**config.mk**
```make
export PLATFORM = sky130hd
export DESIGN_NAME = des_round_sequencer
export DESIGN_NICKNAME = d
export VERILOG_FILES = /design/src/rtl/des_round_sequencer.sv
export SDC_FILE = /design/constraint.sdc
export NUM_CORES = 1
export LEC_CHECK = 0
export ABC_CLOCK_PERIOD_IN_PS = 2060
export CAP_MARGIN = 20
export CORE_AREA = 2 2 92 94
export DETAILED_ROUTE_END_ITERATION = 10
export DIE_AREA = 0 0 94 96
export PLACE_DENSITY_LB_ADDON = 0.15
export REMOVE_ABC_BUFFERS = 1
export SLEW_MARGIN = 10
export SYNTH_ARGS = -nofsm -noshare
export SYNTH_HDL_FRONTEND = slang
export SYNTH_SLANG_ARGS = --single-unit
export TNS_END_PERCENT = 20
```
**constraint.sdc**
```tcl
create_clock -name clk -period 2.06 [get_ports clk]
set_input_delay 0.309 -clock clk [delete_from_list [all_inputs] [get_ports clk]]
set_output_delay 0.309 -clock clk [all_outputs]
set_load 0.01 [all_outputs]
```
**src/rtl/des_round_sequencer.sv**
```systemverilog
// des_round_sequencer: iterative DES engine, one Feistel round per clock
// through a single shared f-function, subkeys fetched by round index.
module des_round_sequencer #(
    parameter int ROUNDS = 16
) (
    input  logic        clk,
    input  logic        rst_n,
    input  logic        in_valid,
    output logic        in_ready,
    input  logic [63:0] in_block,
    input  logic        in_decrypt,
    output logic [3:0]  round_idx,
    input  logic [47:0] subkey,
    output logic        out_valid,
    input  logic        out_ready,
    output logic [63:0] out_block,
    output logic        busy
);
    typedef enum logic [1:0] {IDLE, ROUND, DONE} state_e;

    // One 256-bit word per S-box, row-major, entry 0 in the top nibble.
    localparam logic [0:7][255:0] SBOX = {
        256'hE4D12FB83A6C59070F74E2D1A6CB953841E8D62BFC973A50FC8249175BA3E06D,
        256'hF18E6B34972DC05A3D47F28EC01A69B50E7BA4D158C6932FD8A13F42B67C05E9,
        256'hA09E63F51DC7B428D709346A285ECBF1D6498F30B12C5AE71AD069874FE3B52C,
        256'h7DE3069A1285BC4FD8B56F03472C1AE9A690CB7DF13E52843F06A1D8945BC72E,
        256'h2C417AB6853FD0E9EB2C47D150FA3986421BAD78F9C5630EB8C71E2D6F09A453,
        256'hC1AF92680D34E75BAF427C9561DE0B389EF528C3704A1DB6432C95FABE17608D,
        256'h4B2EF08D3C975A61D0B7491AE35C2F8614BDC37EAF6805926BD814A7950FE23C,
        256'hD2846FB1A93E50C71FD8A374C56B0E927B419CE206ADF35821E74A8DFC90356B
    };

    localparam int P_T [32] = '{
        16, 7, 20, 21, 29, 12, 28, 17, 1, 15, 23, 26, 5, 18, 31, 10,
        2, 8, 24, 14, 32, 27, 3, 9, 19, 13, 30, 6, 22, 11, 4, 25
    };

    // Source bit (1 = MSB) feeding output bit i of the initial permutation.
    function automatic int ip_src(input int i);
        int row;
        row = i / 8;
        return ((row < 4) ? 58 + 2 * row : 49 + 2 * row) - 8 * (i % 8);
    endfunction

    function automatic logic [63:0] ip_perm(input logic [63:0] x);
        logic [63:0] y;
        y = '0;
        for (int i = 0; i < 64; i++)
            y[6'(63 - i)] = x[6'(64 - ip_src(i))];
        return y;
    endfunction

    function automatic logic [63:0] iip_perm(input logic [63:0] x);
        logic [63:0] y;
        y = '0;
        for (int i = 0; i < 64; i++)
            y[6'(64 - ip_src(i))] = x[6'(63 - i)];
        return y;
    endfunction

    function automatic logic [31:0] f_function(input logic [31:0] r,
                                               input logic [47:0] k);
        logic [47:0] x;
        logic [31:0] s;
        logic [31:0] y;
        logic [5:0]  six;
        logic [5:0]  idx;
        x = '0;
        s = '0;
        y = '0;
        for (int g = 0; g < 8; g++)
            for (int b = 0; b < 6; b++)
                x[6'(47 - 6 * g - b)] = r[5'(31 - ((4 * g + b + 31) % 32))];
        x = x ^ k;
        for (int g = 0; g < 8; g++) begin
            six = x[6'(47 - 6 * g) -: 6];
            idx = {six[5], six[0], six[4:1]};
            s[5'(31 - 4 * g) -: 4] = SBOX[3'(g)][8'(255 - 4 * int'(idx)) -: 4];
        end
        for (int i = 0; i < 32; i++)
            y[5'(31 - i)] = s[5'(32 - P_T[i])];
        return y;
    endfunction

    state_e      state_q, state_d;
    logic [31:0] l_q, l_d, r_q, r_d;
    logic [3:0]  cnt_q, cnt_d;
    logic        dec_q, dec_d;
    logic [63:0] res_q, res_d;
    logic [63:0] ip_blk;
    logic [63:0] fin_blk;
    logic [31:0] f_out;

    assign ip_blk  = ip_perm(in_block);
    assign f_out   = f_function(r_q, subkey);
    assign fin_blk = iip_perm({r_q, l_q});

    always_comb begin
        state_d   = state_q;
        l_d       = l_q;
        r_d       = r_q;
        cnt_d     = cnt_q;
        dec_d     = dec_q;
        res_d     = res_q;
        in_ready  = 1'b0;
        out_valid = 1'b0;
        busy      = 1'b0;
        round_idx = '0;
        out_block = res_q;
        unique case (state_q)
            IDLE: begin
                in_ready = 1'b1;
                if (in_valid) begin
                    {l_d, r_d} = ip_blk;
                    dec_d      = in_decrypt;
                    cnt_d      = '0;
                    state_d    = ROUND;
                end
            end
            ROUND: begin
                busy      = 1'b1;
                round_idx = dec_q ? 4'(ROUNDS - 1) - cnt_q : cnt_q;
                l_d       = r_q;
                r_d       = l_q ^ f_out;
                cnt_d     = cnt_q + 4'd1;
                if (cnt_q == 4'(ROUNDS - 1)) begin
                    cnt_d   = '0;
                    state_d = DONE;
                end
            end
            DONE: begin
                busy      = 1'b1;
                out_valid = 1'b1;
                out_block = fin_blk;
                if (out_ready) begin
                    res_d   = fin_blk;
                    state_d = IDLE;
                end
            end
            default: state_d = IDLE;
        endcase
    end

    always_ff @(posedge clk or negedge rst_n) begin
        if (!rst_n) begin
            state_q <= IDLE;
            l_q     <= '0;
            r_q     <= '0;
            cnt_q   <= '0;
            dec_q   <= 1'b0;
            res_q   <= '0;
        end else begin
            state_q <= state_d;
            l_q     <= l_d;
            r_q     <= r_d;
            cnt_q   <= cnt_d;
            dec_q   <= dec_d;
            res_q   <= res_d;
        end
    end
endmodule
```
==> metrics.yaml <==
synth:
  syn_avg_cell_area_um2: 11.4
  synth_edf_count: 0
  yosys.area.top_type: "dfrtp_1"
  yosysTopAreaCellShare: 0.476
  yosysWarnings: 0
  synthCells: 254
  synthArstFlopShare: 1.00
  synth_ff_type: "dfrtp_1"
  yosys-top-cells-count: "55 x dfrtp_1, 48 x buf_4, 35 x mux2_2, 21 x a22o_1, 16 x nand2_1"
  syn_area_um2: 2890
  synth_most_common_cell: "dfrtp_1"
  synth.area.top_cells: "dfrtp_1 48%, mux2_2 14%, buf_4 12%, a22o_1 6.4%, mux2i_1 3.1%"
  ys_seq_elements: 55
  synth_cell_types: 24
  yosysSeqAreaShare: 0.476
grt:
  grt_overflow_total: 0
  grt_first_pass_wirelength_um: 8860
  antenna_found_initial: 0
  grt_start_max_net_pins: 22
  grtUsageTotal: 0.130
  grt_pass1_vias: 1767
floorplanning:
  core_area_um2: 8050
  io_pins: 188
  initial_core_util: 0.359
  die_h_um: 96
  dieArea_um2: 9020
  placementRows: 33
  die_w_um: 94
route:
  drtAntennaViolNets: 0
  wl_um: 5740
  drc: 0
  firstDrtPassIters: 4
  vias: 1842
  wl_per_cell_um: 13.8
  viasPerCell: 4.44
  drt_iter0_markers: 90
placement:
  port_buffers: 43
  dp_hpwl_um: 3990
  place_inst: 404
  gp_congestion: 0.707
pwr:
  p_leak_nw: 1.69
  p_total_mw: 4.69
  peakVddDrop_mv: 0.531
  power_density_nw_per_um2: 1350
critical_path:
  end_kind: "primary output"
  required_ns: 1.75
  crit_type: "register to primary output"
  arrival_ns: 1.73
  cp-start-kind: "register"
  r2r-start: "state_q[1]$_DFFE_PN0P_"
  crit_start: "state_q[1]$_DFFE_PN0P_"
  worstPathMaxFanout: 8
cts:
  cts_tree: "done"
  clk-insertion-delay-late_ns: 0.30
  cts_sinks: 55
  cts_inserted_buffers: 5
  clk_pin_slew_ns: 0.09
  htree_levels: 2
  clockRootBuffer: "clkbuf_8"
  cts_max_path_buffers: 2
run:
  maxCapViolCount: 0
timing:
  finalCritPeriodShare: 0.988
  maxSlewViolCount: 0
  skew_ns: 0.00371
  finalSetupViolCount: 0
  fmax_mhz: 491
  period_needed_ns: 2.04
  timing.setup.tns_ns: 0
  finalHoldViolCount: 0
  rsz0062_at_grt: "yes"
final_layout:
  diodes: 0
  area_growth_syn_to_layout_pct: 19.8
  final_layout_size_suffix_gt1_frac: 0.268
  stdcell_count: 415
  nets: 433
outcome:
  status: "completed"
worst_hold_path:
  hold_class: "input port to asynchronous set/reset pin"
[state kept, by name, summed over array words and instances (netlist names)]
register,cells
cnt_q,4
r_q,16
state_q,2
dec_q,1
res_q,16
l_q,16
[critical path: stages (launching register included)]
cell	delay [ns]
dfrtp_1	0.44
inv_2	0.11
ha_2	0.30
clkdlybuf4s50_1	0.57
[final timing paths]
path	to	slack, ns	cells past startpoint
setup / recovery	in_ready	0.02	3
hold / removal	res_q[5]$_DFFE_PN0P_	0.48	2
setup reg to reg	state_q[1]$_DFFE_PN0P_	0.22	5
hold reg to reg	r_q[20]$_DFFE_PN0P_	0.49	2
max in group asynchronous	res_q[11]$_DFFE_PN0P_	0.97	3
min in group clk	r_q[20]$_DFFE_PN0P_	0.49	2
[placed cells by master, fill, tap and decap left out, types with 5 or more instances in the layout]
master            n
clkbuf_8          5
a31oi_1           6
mux2i_1           8
clkbuf_2         12
clkdlybuf4s50_1  25
a22o_1           21
mux2_2           35
o21ai_0          15
dfrtp_1          55
nor2b_1           6
buf_4            19
nand2_1          16
conb_1           48
[layer usage]
layer  part of all wire  global-route usage  up-vias
li1                   -                   -      893
met5                  0                   0        -
met1               0.48               0.169      894
met4             0.0092              0.0399        0
met3              0.048              0.0290        4
met2               0.46               0.216       51
[layout make-up]
class | instances | area (um2)
fillers | 796 | 4590
flip-flops and latches | 55 | 1380
multi-input cells | 179 | 1290
repair buffers | 66 | 577
well taps | 105 | 131
clock buffers | 5 | 68.8
inverters | 4 | 15.0
clock inverters | 1 | 7.51
[where the power goes]
part / internal [mW] / total, mW / leakage, nW / switching [mW]
sequential: 1.49 / 1.78 / 0.727 / 0.286
combinational: 1.26 / 2.35 / 0.926 / 1.09
clock: 0.227 / 0.567 / 0.0361 / 0.340
[stage by stage]
step	hold slack, ns	utilization	worst slack (ns)	instance area [um2]
after CTS	0.485	0.432	0.00681	3480
after detailed placement	0.291	0.417	0.0601	3360
after floorplan	0.0134	-	-1.06	2640
final	0.477	0.430	0.0242	3460
after global placement	0.288	0.417	0.0729	3360
after global routing	0.507	0.430	-0.0423	3460
[what timing repair did]
item	4_1_cts	5_1_grt
resized for setup	25	28
pin swaps	1	0
buffers inserted	3	0
cloned	0	1
hold buffers	1	0
setup endpoints to repair	21	18
hold endpoints to repair	19	0
[cell families (layout without fill, tap and decap cells)]
family                   count (synthesis)  count (layout)  synth area share
XOR/XNOR                                 4               4            0.0121
flip-flops                              55              55             0.476
other                                    1              48           0.00130
adder cells (fa/ha/maj)                  5               5            0.0216
buffers and inverters                   67              76             0.154
AO/OA/AOI/OAI                           44              44             0.107
multiplexers                            44              44             0.167
AND/OR/NAND/NOR                         34              34            0.0606
(Power assumes the default switching activity.)
